`src/rtl/qed_dup_scheduler.sv`:
```
// QED fetch-side scheduler: forwards original instructions while queueing them,
// then replays the queue as duplicates and flags when both halves have retired equally.
module qed_dup_scheduler #(
    parameter int DEPTH  = 16,
    parameter int ADDR_W = 4,
    parameter int INSN_W = 32,
    parameter int CNT_W  = 16
) (
    input  logic              clk,
    input  logic              resetn,
    input  logic              qed_exec_dup,
    input  logic              ifu_valid,
    input  logic [INSN_W-1:0] ifu_insn,
    output logic              ifu_ready,
    output logic              core_valid,
    output logic [INSN_W-1:0] core_insn,
    output logic              core_is_dup,
    input  logic              core_ready,
    input  logic              commit,
    input  logic              commit_is_dup,
    output logic [CNT_W-1:0]  qed_num_orig,
    output logic [CNT_W-1:0]  qed_num_dup,
    output logic [1:0]        sif_state,
    output logic [ADDR_W:0]   q_count,
    output logic              qed_ready
);

    typedef enum logic [1:0] {
        S_ORIG = 2'd0,
        S_DUP  = 2'd1,
        S_WAIT = 2'd2,
        S_DONE = 2'd3
    } state_t;

    state_t            r_state;
    logic [INSN_W-1:0] r_mem [DEPTH];
    logic [ADDR_W-1:0] r_head;
    logic [ADDR_W-1:0] r_tail;
    logic [ADDR_W:0]   r_count;
    logic [CNT_W-1:0]  r_num_orig;
    logic [CNT_W-1:0]  r_num_dup;
    logic              r_qed_ready;

    logic w_full;
    logic w_empty;
    logic w_in_orig;
    logic w_in_dup;
    logic w_push;
    logic w_pop;

    function automatic logic [CNT_W-1:0] sat_inc(input logic [CNT_W-1:0] v);
        return (&v) ? v : v + 1'b1;
    endfunction

    // Handshake outputs are gated by resetn so nothing is offered or accepted while reset is held.
    assign w_full    = (r_count == (ADDR_W+1)'(DEPTH));
    assign w_empty   = (r_count == '0);
    assign w_in_orig = resetn && (r_state == S_ORIG);
    assign w_in_dup  = resetn && (r_state == S_DUP);

    assign ifu_ready   = w_in_orig && core_ready && !w_full && !qed_exec_dup;
    assign core_valid  = (w_in_orig && ifu_valid && !qed_exec_dup) || w_in_dup;
    assign core_insn   = (r_state == S_DUP) ? r_mem[r_head] : ifu_insn;
    assign core_is_dup = w_in_dup;
    assign w_push      = ifu_valid && ifu_ready;
    assign w_pop       = w_in_dup && core_ready;

    assign qed_num_orig = r_num_orig;
    assign qed_num_dup  = r_num_dup;
    assign sif_state    = r_state;
    assign q_count      = r_count;
    assign qed_ready    = r_qed_ready;

    always_ff @(posedge clk) begin
        if (w_push) begin
            r_mem[r_tail] <= ifu_insn;
        end
    end

    always_ff @(posedge clk or negedge resetn) begin
        if (!resetn) begin
            r_state     <= S_ORIG;
            r_head      <= '0;
            r_tail      <= '0;
            r_count     <= '0;
            r_num_orig  <= '0;
            r_num_dup   <= '0;
            r_qed_ready <= 1'b0;
        end else begin
            if (commit && !commit_is_dup) begin
                r_num_orig <= sat_inc(r_num_orig);
            end
            if (commit && commit_is_dup) begin
                r_num_dup <= sat_inc(r_num_dup);
            end

            case (r_state)
                S_ORIG: begin
                    if (w_push) begin
                        r_tail  <= r_tail + 1'b1;
                        r_count <= r_count + 1'b1;
                    end
                    if (qed_exec_dup && !w_empty) begin
                        r_state <= S_DUP;
                    end
                end
                S_DUP: begin
                    if (w_pop) begin
                        r_head  <= r_head + 1'b1;
                        r_count <= r_count - 1'b1;
                        if (r_count == (ADDR_W+1)'(1)) begin
                            r_state <= S_WAIT;
                        end
                    end
                end
                S_WAIT: begin
                    if (r_num_orig == r_num_dup) begin
                        r_state     <= S_DONE;
                        r_qed_ready <= 1'b1;
                    end
                end
                default: begin
                    r_state <= S_DONE;
                end
            endcase
        end
    end

endmodule

```
`config.mk`:
```
export PLATFORM = sky130hd
export DESIGN_NAME = qed_dup_scheduler
export DESIGN_NICKNAME = d
export VERILOG_FILES = /design/src/rtl/qed_dup_scheduler.sv
export SDC_FILE = /design/constraint.sdc
export NUM_CORES = 1
export LEC_CHECK = 0
export ABC_AREA = 1
export BUFFER_PORTS_ARGS = -buffer_cell sky130_fd_sc_hd__buf_2
export CORE_MARGIN = 5
export CORE_UTILIZATION = 35
export CTS_CLUSTER_SIZE = 30
export DETAILED_ROUTE_END_ITERATION = 6
export PLACE_DENSITY = 0.56
export SLEW_MARGIN = 25
export SYNTH_ARGS = -nofsm -noshare
export SYNTH_HDL_FRONTEND = slang
export SYNTH_SLANG_ARGS = --single-unit
```
`constraint.sdc`:
```
create_clock -name clk -period 4.5 [get_ports clk]
set_clock_uncertainty 0.2 [all_clocks]
set_input_delay 0.675 -clock clk [delete_from_list [all_inputs] [get_ports clk]]
set_output_delay 0.675 -clock clk [all_outputs]
set_load 0.02 [all_outputs]
```
==> results of run 1 <==
==> through the flow <==
stage                     hold slack (ns)  instances  cell area, sq um
final                              0.0248       3266             27600
after global routing               0.0767       3266             27600
after CTS                          0.0188       3266             27600
after detailed placement            0.256       3157             25700
after global placement              0.255       3157             25700
after floorplan                     0.179       2237             24000
==> worst max-delay path: cells and delay by family (launching register included) <==
family	cells	cell delay, ns
buffers and inverters	2	0.69
flip-flops	1	0.70
AND/OR/NAND/NOR	8	0.84
==> sequential cells by signal (all words and copies together) (netlist names) <==
name,flops
r_head,4
qed_num_orig,16
sif_state,2
r_tail,4
qed_ready,1
r_mem,512
q_count,5
qed_num_dup,16
==> where the power goes <==
group / switching [mW] / internal, mW / total, mW
registers: 0.124 / 5.74 / 5.87
logic: 0.638 / 0.278 / 0.916
clock network: 2.03 / 2.71 / 4.74
total: 2.79 / 8.73 / 11.5
==> kinds of logic after synthesis <==
logic type | count (synthesis) | share of synthesized area (%)
XOR/XNOR | 24 | 0.876
flip-flops | 560 | 69.1
adder cells (fa/ha/maj) | 10 | 0.521
buffers and inverters | 184 | 3.56
AO/OA/AOI/OAI | 33 | 0.938
AND/OR/NAND/NOR | 1426 | 25.0
==> routing by layer <==
layer / wire length [microns] / up-vias / part of all wire, %
li1: - / 7845 / -
met1: 28300 / 8030 / 44
met2: 30700 / 485 / 48
met3: 3720 / 80 / 5.8
met4: 1210 / 0 / 1.9
met5: 0 / - / 0
==> placed cells by master (no fill, tap or decap), types with 4 or more instances in the layout <==
cell	n
nand2_1	922
edfxtp_1	512
nand3_1	413
buf_2	113
inv_1	59
clkbuf_16	58
dfrtp_1	44
nor2_1	32
buf_4	25
xor2_1	23
buf_12	17
nor3_1	16
nor2_4	16
clkinv_1	16
o21ai_2	15
clkinv_2	15
o21ai_0	12
ha_1	10
nand2_2	7
nand4_1	7
bufinv_16	6
inv_2	5
nand3_2	4
clkbuf_1	4
==> final cells by class <==
type                            instances  area (sq um)  share of cell area, %
Multi-Input combinational cell       1493          6690                   24.2
Tap cell                              882          1100                   4.00
Sequential cell                       560         16600                   60.0
Timing Repair Buffer                  155          1090                   3.96
Inverter                               67           262                  0.947
Clock inverter                         47           420                   1.52
Clock buffer                           62          1470                   5.31
==> worst paths after layout <==
check	startpoint	endpoint	slack [ns]	cells past startpoint
worst min register to register	qed_ready$_DFFE_PN0P_	qed_ready$_DFFE_PN0P_	0.27	1
worst max-delay path	r_head[0]$_DFFE_PN0P_	core_insn[1]	0.50	10
worst min-delay path	resetn	q_count[1]$_DFFE_PN0P_	0.02	2
worst max register to register	q_count[0]$_DFFE_PN0P_	r_mem[9][25]$_DFFE_PP_	1.40	10
max in group asynchronous	resetn	r_head[1]$_DFFE_PN0P_	3.55	2
min in group clk	qed_exec_dup	sif_state[0]$_DFFE_PN0P_	0.24	5
==> results.ini, run 1 <==
[grt]
grt_overflow = 0
first_global_vias = 16200
grt_max_degree = 173
met3_usage_pct = 2.49
use_met1_pct = 23.5
grt_pass1_wl_microns = 98100
grt.total_usage_pct = 16.9
met2_usage_pct = 28.2
busiest_layer = met2
antenna_found_initial = 0

[critical_path]
cp-start-kind = flop
critical_path_class = flop to primary output
crit_fanout = 172
crit_chain = buf_12 > nand2_1 > nand3_1 > nand3_1 > nand2_1 > nand2_1 > nand2_1 > nand2_1 > nand2_1 > buf_2
cpMostUsedCell = nand2_1
endpoint_kind = primary output
slowest_delay_ns = 0.70
arrival_ns = 3.13
crit_path_top_delay_cell = dfrtp_4
critical_path_required_ns = 3.62

[clocking]
clock_path_buffers = 3
clk_pin_slew_ns = 0.06
cts_root_buf = clkbuf_16
cts.sink_count = 560
numCtsBuffers = 58
clock_latency_ns = 0.60
cts_tree = built
htree_levels = 2
cts_setup_buffers = 0
hold_buffers = 0
cts_resized = 0

[logic_synthesis]
syn_inst = 2237
synth_cell_types = 34
synth_flop_cell = edfxtp_1
syn-cell-area_sq_um = 24000
ys_seq_area_share_pct = 69.1
synthTopCellsByArea = edfxtp_1 64%, nand2_1 14%, nand3_1 8.6%
synthesis.nets = 2286
synth_top_area_cell = edfxtp_1
ys_ff_latch = 560
synth_edf_count = 512
async_reset_ff_share_pct = 8.57
yosysTopAreaCellShare_pct = 64.1
synth_area_per_cell_sq_um = 10.7
yosys_warnings = 0
synth.most_common_cell = nand2_1
ys_top_cells_by_count = 923 x nand2_1, 512 x edfxtp_1, 413 x nand3_1

[sta]
report.final.slew_viol_count = 0
fin_ws_ns = 0.496
setup_viol = 0
fmax_mhz = 250
worst-slew-pin-transition_ns = 1.10
hold_violations = 0
min_period_ns = 4.00
setup_tns_ns = 0
fin_crit_sh_pct = 89.0
maxSlewHeadroom_pct = 26.6
rsz0062_at_grt = no

[placed_design]
io_buffers = 113
gp_congestion = 0.816
dpl_worst_slack_ns = 1.10
place_hpwl_microns = 36600

[die]
die-height_microns = 272
ios = 114
die_w_microns = 272
initial_core_util_pct = 35.1
fp-row-count = 96
design.core.area_sq_um = 68300
die_area_sq_um = 73900

[pwr]
ir_drop_mv = 0.284
power_mw = 11.5
power_density_nw_per_um2 = 417
power.leakage_nw = 10.6

[run_status]
status = complete, no violations

[finish]
final_core_util_pct = 40.4
drive_above_1_share_pct = 12.7
nets = 2384
diodes = 0
fillers = 6494
syn_to_final_growth_pct = 15.1

[detailed_routing]
drt_wl_total_microns = 63900
firstDrtPassIters = 5
drt_iter0_markers = 1592
post_drt_wl_per_cell_microns = 19.6
drc = 0
drtAntennaViolNets = 0
via_per_inst = 5.03
num_vias = 16400

[hold_path]
holdCritPathClass = input port to asynchronous set/reset pin

[run]
drv_cap = 0

Note: power is estimated with default switching activity, not from simulation.
==> run 2, diff against run 1 <==
--- a/config.mk
+++ b/config.mk
@@ -11,7 +11,7 @@
 export CORE_UTILIZATION = 35
 export CTS_CLUSTER_SIZE = 30
 export DETAILED_ROUTE_END_ITERATION = 6
-export PLACE_DENSITY = 0.56
+export PLACE_DENSITY = 0.58
 export SLEW_MARGIN = 25
 export SYNTH_ARGS = -nofsm -noshare
 export SYNTH_HDL_FRONTEND = slang
==> constraint.sdc (replaced) <==
create_clock -name clk -period 3.25 [get_ports clk]
set_clock_uncertainty 0.2 [all_clocks]
set_input_delay 0.4875 -clock clk [delete_from_list [all_inputs] [get_ports clk]]
set_output_delay 0.4875 -clock clk [all_outputs]
set_load 0.02 [all_outputs]
==> run 2 against run 1 <==
  * Final area is 3.2% higher
  * Critical path depth up 1
  * Sequential cell count unchanged
  * Global-route usage up 0.38 points
  * Critical endpoint is now core_insn[15]
  * Via count up 4.0%
  * First-iteration DRC count is 2.6% higher
  * Largest cell class unchanged
==> results.ini, run 2 (synthesized netlist as in run 1, its figures left out) <==
[pwr]
power_density_nw_per_um2 = 564
cellInternalPower_mw = 12.1
switching_power_mw = 3.94
switching_share_pct = 24.5
clkPwrFrac_pct = 40.8
power_frac_comb_pct = 8.7
power.leakage_nw = 11.0
power_mw = 16.1
sequentialPowerShare_pct = 50.5
ir_drop_mv = 0.413

[clocking]
cts_root_buf = clkbuf_16
cts_tree = built
clock_path_buffers = 3
clk_pin_slew_ns = 0.06
clock_latency_ns = 0.63
htree_levels = 2
numCtsBuffers = 58
cts.sink_count = 560

[placed_design]
io_buffers = 113
dpl_worst_slack_ns = 0.352
dp_cells = 3172
place_hpwl_microns = 36100
gp_congestion = 0.862

[critical_path]
crit_fanout = 20
cpMostUsedCell = nand2_1
cp-start-kind = flop
r2r-end = r_mem[12][3]$_DFFE_PP_
crit_path_start = r_head[0]$_DFFE_PN0P_
endpoint_kind = primary output
crit_path_top_delay_cell = dfrtp_4
slowest_delay_ns = 0.59
crit_path_end = core_insn[15]
arrival_ns = 2.47
rrSetupSlack_ns = 0.35
critical_path_required_ns = 2.56
critical_path_class = flop to primary output
crit_chain = buf_12 > clkbuf_16 > nand2_1 > nand3_1 > nand3_1 > nand2_1 > nand2_1 > nand2_2 > nand2_1 > nand2_2 > buf_4
r2r-start = q_count[0]$_DFFE_PN0P_
reg2reg_depth = 10

[sta]
report.final.slew_viol_count = 0
setup_viol = 0
fmax_mhz = 316
min_period_ns = 3.16
fin_ws_ns = 0.0903
rsz0062_at_grt = yes
maxSlewHeadroom_pct = 48.1
setup_tns_ns = 0
hold_violations = 0
fin_crit_sh_pct = 97.2
worst-slew-pin-transition_ns = 0.776

[finish]
final_cell_mix = 915 x nand2_1, 512 x edfxtp_1, 413 x nand3_1, 102 x buf_2, 70 x clkbuf_16
largest_reg_flops = 512
nets = 2428
diodes = 0
syn_to_final_growth_pct = 18.7
drive_above_1_share_pct = 14.3
finalNonFillerCells = 3311
top_register = r_mem
final_common_cell = nand2_1

[grt]
busiest_layer = met2
met2_usage_pct = 28.1
antenna_found_initial = 1
grt_pass1_wl_microns = 100000
first_global_vias = 16300
grt_max_degree = 81
met3_usage_pct = 2.70
use_met1_pct = 24.3
grt.total_usage_pct = 17.3
grt_overflow = 0

[detailed_routing]
via_per_inst = 5.16
drt_iter0_markers = 1634
num_vias = 17100
drc = 0
drtAntennaViolNets = 0
drt_wl_total_microns = 69100
firstDrtPassIters = 6
post_drt_wl_per_cell_microns = 20.9

[run_status]
status = complete, no violations

[die]
fp-row-count = 96
die_area_sq_um = 73900
design.core.area_sq_um = 68300
die-height_microns = 272
initial_core_util_pct = 35.1
ios = 114
die_w_microns = 272

[hold_path]
holdCritPathClass = input port to flop

[run]
drv_cap = 0

## run 2: worst max-delay path: cells and delay by family (launching register included)
kind / cells / cell delay (ns)
and+or+nand+nor: 8 / 0.64
buffers and inverters: 3 / 0.59
DFF: 1 / 0.59
## run 2: worst min-delay path by stage
stage / endpoint / slack, ns / cells after the start / from
final: r_mem[7][10]$_DFFE_PP_ / 0.05 / 1 / ifu_insn[10]
after CTS: r_mem[7][10]$_DFFE_PP_ / 0.01 / 1 / ifu_insn[10]
after global routing: r_mem[7][10]$_DFFE_PP_ / 0.05 / 1 / ifu_insn[10]
after global placement: qed_ready$_DFFE_PN0P_ / 0.25 / 1 / qed_ready$_DFFE_PN0P_
after detailed placement: qed_ready$_DFFE_PN0P_ / 0.26 / 1 / qed_ready$_DFFE_PN0P_
after floorplan: q_count[0]$_DFFE_PN0P_ / -0.008 / 0 / resetn
## run 2: routing by layer
layer  part of all wire [%]  vias to the layer above
li1                       -                     7938
met1                     43                     8366
met2                     47                      688
met3                    7.3                      107
met4                    2.6                        2
met5                  0.019                        -
## run 2: stage by stage
step                      hold slack, ns  util (%)  area (sq um)
after floorplan                 -0.00809         -         24000
after global placement             0.253      38.0         26000
after detailed placement           0.260      38.0         26000
after CTS                         0.0131      41.0         28000
after global routing              0.0504      41.7         28500
final                             0.0523      41.7         28500
## run 2: area by class of cell
type / instances / area, sq um
repair inverters: 2 / 22.5
inverters: 67 / 283
well taps: 882 / 1100
fillers: 6454 / 39900
multi-input cells: 1493 / 6710
clock buffers: 66 / 1490
flip-flops and latches: 560 / 16600
repair buffers: 197 / 1920
clock inverters: 44 / 379
## run 2: repair_timing
action | 4_1_cts | 5_1_grt
pin swaps | 0 | 1
endpoints found under the hold margin | 50 | 0
hold buffers | 3 | 0
setup buffers | 2 | 4
gates cloned | 4 | 16
gates resized for setup | 16 | 19
setup endpoints to repair | 32 | 32
## run 2: power by group through the flow
| stage | clock (mW) | combinational [mW] | sequential (mW) |
|---|---|---|---|
| final | 6.55 | 1.40 | 8.12 |
| after global routing | 7.00 | 1.56 | 8.13 |
| after CTS | 6.70 | 1.33 | 8.11 |
| after detailed placement | 0 | 1.29 | 8.26 |
| after global placement | 0 | 1.27 | 8.25 |
| after floorplan | 0 | 0.739 | 8.33 |
